**config.mk**
```make
export PLATFORM = sky130hd
export DESIGN_NAME = urv_muldiv_seq
export DESIGN_NICKNAME = d
export VERILOG_FILES = /design/src/rtl/urv_muldiv_seq.sv
export SDC_FILE = /design/constraint.sdc
export NUM_CORES = 1
export LEC_CHECK = 0
export CELL_PAD_IN_SITES_DETAIL_PLACEMENT = 1
export CELL_PAD_IN_SITES_GLOBAL_PLACEMENT = 1
export CORE_UTILIZATION = 44
export CTS_BUF_LIST = sky130_fd_sc_hd__clkbuf_4 sky130_fd_sc_hd__clkbuf_8 sky130_fd_sc_hd__clkbuf_16
export DETAILED_ROUTE_END_ITERATION = 7
export PLACE_DENSITY = 0.93
export SLEW_MARGIN = 20
export SYNTH_ARGS = -nofsm -noshare
export SYNTH_HDL_FRONTEND = slang
export SYNTH_SLANG_ARGS = --single-unit
```
**constraint.sdc**
```tcl
create_clock -name clk_i -period 4.73 [get_ports clk_i]
set_input_delay 0.946 -clock clk_i [delete_from_list [all_inputs] [get_ports clk_i]]
set_output_delay 0.946 -clock clk_i [all_outputs]
set_load 0.01 [all_outputs]
```
**src/rtl/urv_muldiv_seq.sv**
```systemverilog
// Sequential RISC-V M-extension unit: shift-add multiplier and restoring divider, BITS_PER_CYCLE bits per step.
// Define URV_DIVIDE_EN to build the divider; without it, DIV/DIVU/REM/REMU complete at once with a zero result.
module urv_muldiv_seq #(
  parameter int WIDTH          = 32,
  parameter int BITS_PER_CYCLE = 1
) (
  input  logic             clk_i,
  input  logic             rst_i,
  input  logic             x_stall_i,
  input  logic             x_kill_i,
  input  logic             d_valid_i,
  input  logic             d_is_muldiv_i,
  input  logic [2:0]       d_fun_i,
  input  logic [WIDTH-1:0] d_rs1_i,
  input  logic [WIDTH-1:0] d_rs2_i,
  output logic             x_stall_req_o,
  output logic [WIDTH-1:0] x_rd_o,
  output logic             x_done_o
);

  localparam int BPC = BITS_PER_CYCLE;
  localparam int N   = WIDTH / BITS_PER_CYCLE;
  localparam int CW  = $clog2(N + 1);

  localparam logic [1:0]    S_IDLE    = 2'd0;
  localparam logic [1:0]    S_BUSY    = 2'd1;
  localparam logic [1:0]    S_DONE    = 2'd2;
  localparam logic [CW-1:0] LAST_ITER = CW'(N - 1);
  localparam logic [CW-1:0] CNT_ONE   = CW'(1);

  logic [1:0]       state_r;
  logic [2:0]       fun_r;
  logic [WIDTH-1:0] a_r;
  logic [WIDTH-1:0] hi_r;
  logic [WIDTH-1:0] lo_r;
  logic [WIDTH-1:0] rd_r;
  logic [CW-1:0]    cnt_r;
  logic             neg_r;

  logic             start_s;
  logic             fast_s;
  logic             rs1_neg_s;
  logic             rs2_neg_s;
  logic             neg_s;
  logic [WIDTH-1:0] mag1_s;
  logic [WIDTH-1:0] mag2_s;
  logic [WIDTH-1:0] fast_res_s;

  logic [WIDTH+BPC-1:0] hi_ext_s;
  logic [WIDTH-1:0]     mul_hi_s;
  logic [WIDTH-1:0]     mul_lo_s;
  logic [2*WIDTH-1:0]   prod_s;
  logic [WIDTH-1:0]     step_hi_s;
  logic [WIDTH-1:0]     step_lo_s;
  logic [WIDTH-1:0]     final_s;

  assign start_s       = (state_r == S_IDLE) & d_valid_i & d_is_muldiv_i & ~x_kill_i;
  assign x_stall_req_o = start_s | (state_r == S_BUSY);
  assign x_done_o      = (state_r == S_DONE);
  assign x_rd_o        = rd_r;

  // Operands are reduced to magnitudes; the sign of the result is reapplied on the last step.
  always_comb begin
    rs1_neg_s = 1'b0;
    rs2_neg_s = 1'b0;
    case (d_fun_i)
      3'd1, 3'd4, 3'd6: begin
        rs1_neg_s = d_rs1_i[WIDTH-1];
        rs2_neg_s = d_rs2_i[WIDTH-1];
      end
      3'd2: begin
        rs1_neg_s = d_rs1_i[WIDTH-1];
        rs2_neg_s = 1'b0;
      end
      default: begin
        rs1_neg_s = 1'b0;
        rs2_neg_s = 1'b0;
      end
    endcase
    mag1_s = rs1_neg_s ? -d_rs1_i : d_rs1_i;
    mag2_s = rs2_neg_s ? -d_rs2_i : d_rs2_i;
    case (d_fun_i)
      3'd6:    neg_s = rs1_neg_s;
      default: neg_s = rs1_neg_s ^ rs2_neg_s;
    endcase
  end

`ifdef URV_DIVIDE_EN
  logic div0_s;
  logic ovf_s;

  // Divide by zero and signed overflow bypass the iteration entirely.
  always_comb begin
    div0_s = (d_rs2_i == {WIDTH{1'b0}});
    ovf_s  = ((d_fun_i == 3'd4) | (d_fun_i == 3'd6)) &
             (d_rs1_i == {1'b1, {(WIDTH-1){1'b0}}}) &
             (d_rs2_i == {WIDTH{1'b1}});
    fast_s = d_fun_i[2] & (div0_s | ovf_s);
    if (div0_s) begin
      fast_res_s = d_fun_i[1] ? d_rs1_i : {WIDTH{1'b1}};
    end else if (ovf_s) begin
      fast_res_s = d_fun_i[1] ? {WIDTH{1'b0}} : d_rs1_i;
    end else begin
      fast_res_s = {WIDTH{1'b0}};
    end
  end

  logic [WIDTH:0]   rt_s;
  logic [WIDTH-1:0] div_r_s;
  logic [WIDTH-1:0] div_q_s;

  // Restoring division: remainder in hi_r, dividend shifting out of lo_r as quotient shifts in.
  always_comb begin
    div_r_s = hi_r;
    div_q_s = lo_r;
    rt_s    = {(WIDTH+1){1'b0}};
    for (int i = 0; i < BPC; i++) begin
      rt_s    = {div_r_s, div_q_s[WIDTH-1]};
      div_q_s = {div_q_s[WIDTH-2:0], 1'b0};
      if (rt_s >= {1'b0, a_r}) begin
        rt_s       = rt_s - {1'b0, a_r};
        div_q_s[0] = 1'b1;
      end else begin
        rt_s = rt_s;
      end
      div_r_s = rt_s[WIDTH-1:0];
    end
  end
`else
  // Without a divider every divide op completes immediately with zero.
  always_comb begin
    fast_s     = d_fun_i[2];
    fast_res_s = {WIDTH{1'b0}};
  end
`endif

  // Shift-add multiply step: {hi_r, lo_r} shifts right as multiplier bits are consumed from lo_r.
  always_comb begin
    hi_ext_s = {{BPC{1'b0}}, hi_r};
    for (int i = 0; i < BPC; i++) begin
      if (lo_r[i]) begin
        hi_ext_s = hi_ext_s + ({{BPC{1'b0}}, a_r} << i);
      end else begin
        hi_ext_s = hi_ext_s;
      end
    end
    mul_hi_s = hi_ext_s[WIDTH+BPC-1:BPC];
    mul_lo_s = {hi_ext_s[BPC-1:0], lo_r[WIDTH-1:BPC]};
    prod_s   = neg_r ? -{mul_hi_s, mul_lo_s} : {mul_hi_s, mul_lo_s};
  end

  // Select next datapath state and the signed result produced by the final iteration.
  always_comb begin
    step_hi_s = mul_hi_s;
    step_lo_s = mul_lo_s;
    final_s   = {WIDTH{1'b0}};
    case (fun_r)
      3'd0:             final_s = prod_s[WIDTH-1:0];
      3'd1, 3'd2, 3'd3: final_s = prod_s[2*WIDTH-1:WIDTH];
`ifdef URV_DIVIDE_EN
      3'd4, 3'd5: begin
        step_hi_s = div_r_s;
        step_lo_s = div_q_s;
        final_s   = neg_r ? -div_q_s : div_q_s;
      end
      3'd6, 3'd7: begin
        step_hi_s = div_r_s;
        step_lo_s = div_q_s;
        final_s   = neg_r ? -div_r_s : div_r_s;
      end
`endif
      default:          final_s = {WIDTH{1'b0}};
    endcase
  end

  // Control FSM and datapath registers; kill from any state discards the operation.
  always_ff @(posedge clk_i or negedge rst_i) begin
    if (!rst_i) begin
      state_r <= S_IDLE;
      fun_r   <= 3'd0;
      a_r     <= {WIDTH{1'b0}};
      hi_r    <= {WIDTH{1'b0}};
      lo_r    <= {WIDTH{1'b0}};
      rd_r    <= {WIDTH{1'b0}};
      cnt_r   <= {CW{1'b0}};
      neg_r   <= 1'b0;
    end else if (x_kill_i) begin
      state_r <= S_IDLE;
    end else begin
      case (state_r)
        S_IDLE: begin
          if (start_s) begin
            fun_r <= d_fun_i;
            a_r   <= d_fun_i[2] ? mag2_s : mag1_s;
            lo_r  <= d_fun_i[2] ? mag1_s : mag2_s;
            hi_r  <= {WIDTH{1'b0}};
            cnt_r <= {CW{1'b0}};
            neg_r <= neg_s;
            if (fast_s) begin
              rd_r    <= fast_res_s;
              state_r <= S_DONE;
            end else begin
              state_r <= S_BUSY;
            end
          end
        end
        S_BUSY: begin
          hi_r  <= step_hi_s;
          lo_r  <= step_lo_s;
          cnt_r <= cnt_r + CNT_ONE;
          if (cnt_r == LAST_ITER) begin
            rd_r    <= final_s;
            state_r <= S_DONE;
          end
        end
        S_DONE: begin
          if (!x_stall_i) begin
            state_r <= S_IDLE;
          end
        end
        default: state_r <= S_IDLE;
      endcase
    end
  end

endmodule

```
==> run_results.csv, run 1 <==
group,metric,value,unit
critical_path,slowest_delay,0.74,ns
timing,hold_viol_final,0,
floorplan,initial_utilization,44.8,%
min_path,hp-class,"flop to flop",
critical_path,crit_slowest_cell,"or4_1",
global_routing,grt_overflow_total,0,
layout,diodes,0,
floorplan,core,0.0260,sq mm
layout,stdcell_count,1901,
drt,ant_nets,0,
power,p_sw,2.92,mW
timing,max_freq,229,MHz
yosys,synth_area,0.0116,sq mm
timing,setup_viol,0,
floorplan,die_height,165,um
critical_path,start_kind,"flop",
drt,via_per_inst,6.69,
cts,insertion_delay,0.45,ns
power,power.internal,3.12,mW
cts,clk_pin_slew,0.07,ns
yosys,synth.top_cell.area_share,30.1,%
placement,place_inst,1869,
yosys,ys_seq_area_share,30.1,%
power,combPwrFrac,47.3,%
power,vdd_drop_max,0.295,mV
job,maxCapViolCount,0,
outcome,status,"completed",
drt,drtPass1Iterations,5,
power,leakage,5.54,nW
critical_path,path_max_fanout,7,
global_routing,grt_start_max_net_pins,73,
floorplan,ios,107,
cts,tritoncts,"yes",
layout,drive_above_1_share,6.00,%
global_routing,grt_antenna_before_repair,0,
power,seqPwrFrac,29.9,%
critical_path,r2r_cells,11,
min_path,whs_path_depth,1,
critical_path,worstSetupEndpoint,"x_rd_o[29]",
drt,drc,0,
critical_path,crit_path_end_kind,"flop",
yosys,synth-edff-count,0,
yosys,synth.most_common_cell,"nand2_1",
critical_path,critPathRequiredTime,5.03,ns
placement,numPortBuffers,106,
timing,period_needed,4.36,ns
yosys,async_flop_share,100,%
global_routing,grt_pass1_vias,12700,
critical_path,crit_type,"flop to flop",
layout,final_area,0.0136,sq mm
floorplan,die_area,0.0271,sq mm
yosys,yosysWarningCount,0,
timing,rsz0062_at_grt,"no",
global_routing,grt_use_total,35.8,%
drt,wl_per_cell,25.2,um
yosys,yosysTopAreaCell,"dfrtp_1",
yosys,synth_nets,1612,
layout,fin_nets,1663,
drt,drtIter0Drc,1327,
critical_path,crit_start,"hi_r[0]",
critical_path,crit_chain,"ha_1 -> fa_1 -> o31ai_1 -> nand3_1 -> or4_1 -> nor3_1 -> and4_1 -> nand2_1 -> o41ai_1 -> xnor2_1 -> o21ai_1",
global_routing,grt_first_pass_wirelength,73.6,mm
yosys,syn_inst,1502,
timing,maxSlewViolCount,0,
critical_path,arrival,4.65,ns
cts,root_buffer,"clkbuf_16",
cts,numCtsBuffers,17,
cts,cts_num_sinks,140,
cts,post_cts_buffers,0,
critical_path,crit_family,"simple AND/OR/NAND/NOR gates",
power,powerDensity,445,mW/mm^2
yosys,ys_ff_latch,140,
yosys,synth_cell_types,81,
drt,vias,12700,
placement,place_area,0.0130,sq mm
yosys,ys_dominant_reg_cell,"dfrtp_1",
placement,place_hpwl,35.5,mm
yosys,syn_area_per_cell,7.75,sq um
placement,place_congestion,0.977,
timing,worst_pin_slew,0.995,ns
power,power_frac_clock,22.8,%
timing,fin_skew,0.0128,ns
critical_path,regToRegSetupSlack,0.37,ns
timing,min_period_over_period,92.2,%
floorplan,fp-row-count,59,
critical_path,reg2reg_to,"x_rd_o[29]",
layout,area_growth,16.5,%
critical_path,reg2reg_from,"hi_r[0]",
critical_path,cp.depth,11,
power,switching_share,48.4,%
yosys,synth_common_cells,"nand2_1 (195), nor2_1 (141), dfrtp_1 (140), o21ai_0 (122), a21oi_1 (118)",
floorplan,fp.dieW,165,um
drt,finalWirelength,47.8,mm
cts,ctsResizeCount,0,
timing,slew_headroom,33.7,%
cts,clk_path_buf_depth,2,
cts,postCtsHoldBufs,0,
cts,h-tree-depth,4,
timing,fin_tns_setup,0,ns
yosys,synthTopCellsByArea,"dfrtp_1 (30%), nand2_1 (6.3%), o21ai_0 (5.2%), xnor2_1 (5.1%), a21oi_1 (5.1%)",
critical_path,crit_buf_inv,0,
-- state kept, by name (all words and copies together), names as in the netlist --
signal and cells:
neg_r 1, x_rd_o 32, lo_r 32, hi_r 32, fun_r 3, cnt_r 6
state_r 2, a_r 32
-- how the worst min path moves through the flow --
stage	startpoint	end	slack, ns
final	x_rd_o[7]	x_rd_o[7]	0.51
after global routing	x_rd_o[5]	x_rd_o[5]	0.52
after CTS	x_rd_o[5]	x_rd_o[5]	0.51
after detailed placement	a_r[6]	a_r[6]	0.49
after global placement	a_r[12]	a_r[12]	0.48
after floorplan	a_r[0]	a_r[0]	0.46
-- worst reg2reg max path: cells and delay by family, from the launching register on --
kind / cells / cell delay [ns]
flops: 1 / 0.42
fa+ha+maj: 2 / 0.71
xor+xnor: 1 / 0.20
compound gates: 3 / 1.13
simple gates: 5 / 1.76
-- cell families after synthesis --
group / synth area share [%]
DFF: 30.1
adders and majority gates: 4.04
and+or+nand+nor: 21.7
AOI/OAI and AO/OA: 28.5
xor gates and xnor gates: 9.70
muxes: 1.57
buffers and inverters: 4.36
-- placed cells by master (no fill, tap or decap), types with 7 or more instances in the layout --
master           instances
clkdlybuf4s50_1        104
mux2i_1                 16
xor2_1                  61
xnor2_1                 68
nor3_1                  42
o22ai_1                 15
inv_1                   29
nor4_1                  12
nand2b_1                11
nand3_1                 28
clkbuf_16               17
o211ai_1                19
nor2b_1                  9
a21oi_1                118
dfrtp_1                138
o41ai_1                 13
nor2_1                 141
a22oi_1                 20
a31oi_1                 18
and3_1                   7
or4_1                   11
o21bai_1                 7
a21o_1                   8
nand2_1                194
buf_4                   28
o21ai_1                 30
ha_1                    36
or3_1                   21
o21a_1                   7
o21ai_0                122
a22o_1                  25
a211oi_1                22
o31ai_1                 25
nand4_1                 22
and2_1                   9
-- per-stage QoR --
step | util, % | worst slack [ns] | hold slack (ns) | power [mW]
finish | 52.2 | 0.371 | 0.510 | 6.04
global route | 52.2 | 0.166 | 0.524 | 6.26
CTS | 52.2 | 0.440 | 0.513 | 5.93
detailed placement | 49.9 | 0.493 | 0.494 | 4.49
global placement | 49.9 | 0.599 | 0.476 | 4.36
floorplan | - | 1.09 | 0.456 | 3.43
-- routing by layer --
layer	track usage [%]	routed length [um]	up-vias
li1	-	-	5603
met1	46.4	19700	6321
met2	58.2	22200	662
met3	5.47	3710	138
met4	16.9	2280	0
met5	0	0	-
-- power groups by stage --
stage,clock [mW],combinational (mW),sequential [mW]
after global placement,0,2.60,1.76
after CTS,1.38,2.78,1.78
after floorplan,0,1.83,1.60
after detailed placement,0,2.71,1.79
after global routing,1.42,3.03,1.82
final,1.38,2.85,1.81
-- cell type report --
class / instances / area (sq um)
clock buffers: 17 / 425
fillers: 3178 / 12400
repair buffers: 134 / 1270
clock inverters: 15 / 168
flip-flops and latches: 140 / 3510
multi-input cells: 1230 / 7660
well taps: 335 / 419
inverters: 30 / 113
Power figures use the tool's default switching activity.
==> run 2, diff against run 1 <==
--- a/config.mk
+++ b/config.mk
@@ -11,6 +11,7 @@
 export CTS_BUF_LIST = sky130_fd_sc_hd__clkbuf_4 sky130_fd_sc_hd__clkbuf_8 sky130_fd_sc_hd__clkbuf_16
 export DETAILED_ROUTE_END_ITERATION = 7
 export PLACE_DENSITY = 0.93
+export SKIP_LAST_GASP = 1
 export SLEW_MARGIN = 20
 export SYNTH_ARGS = -nofsm -noshare
 export SYNTH_HDL_FRONTEND = slang
==> results of run 2 <==
The final DEF is identical to that of run 1; final timing and power are the same.
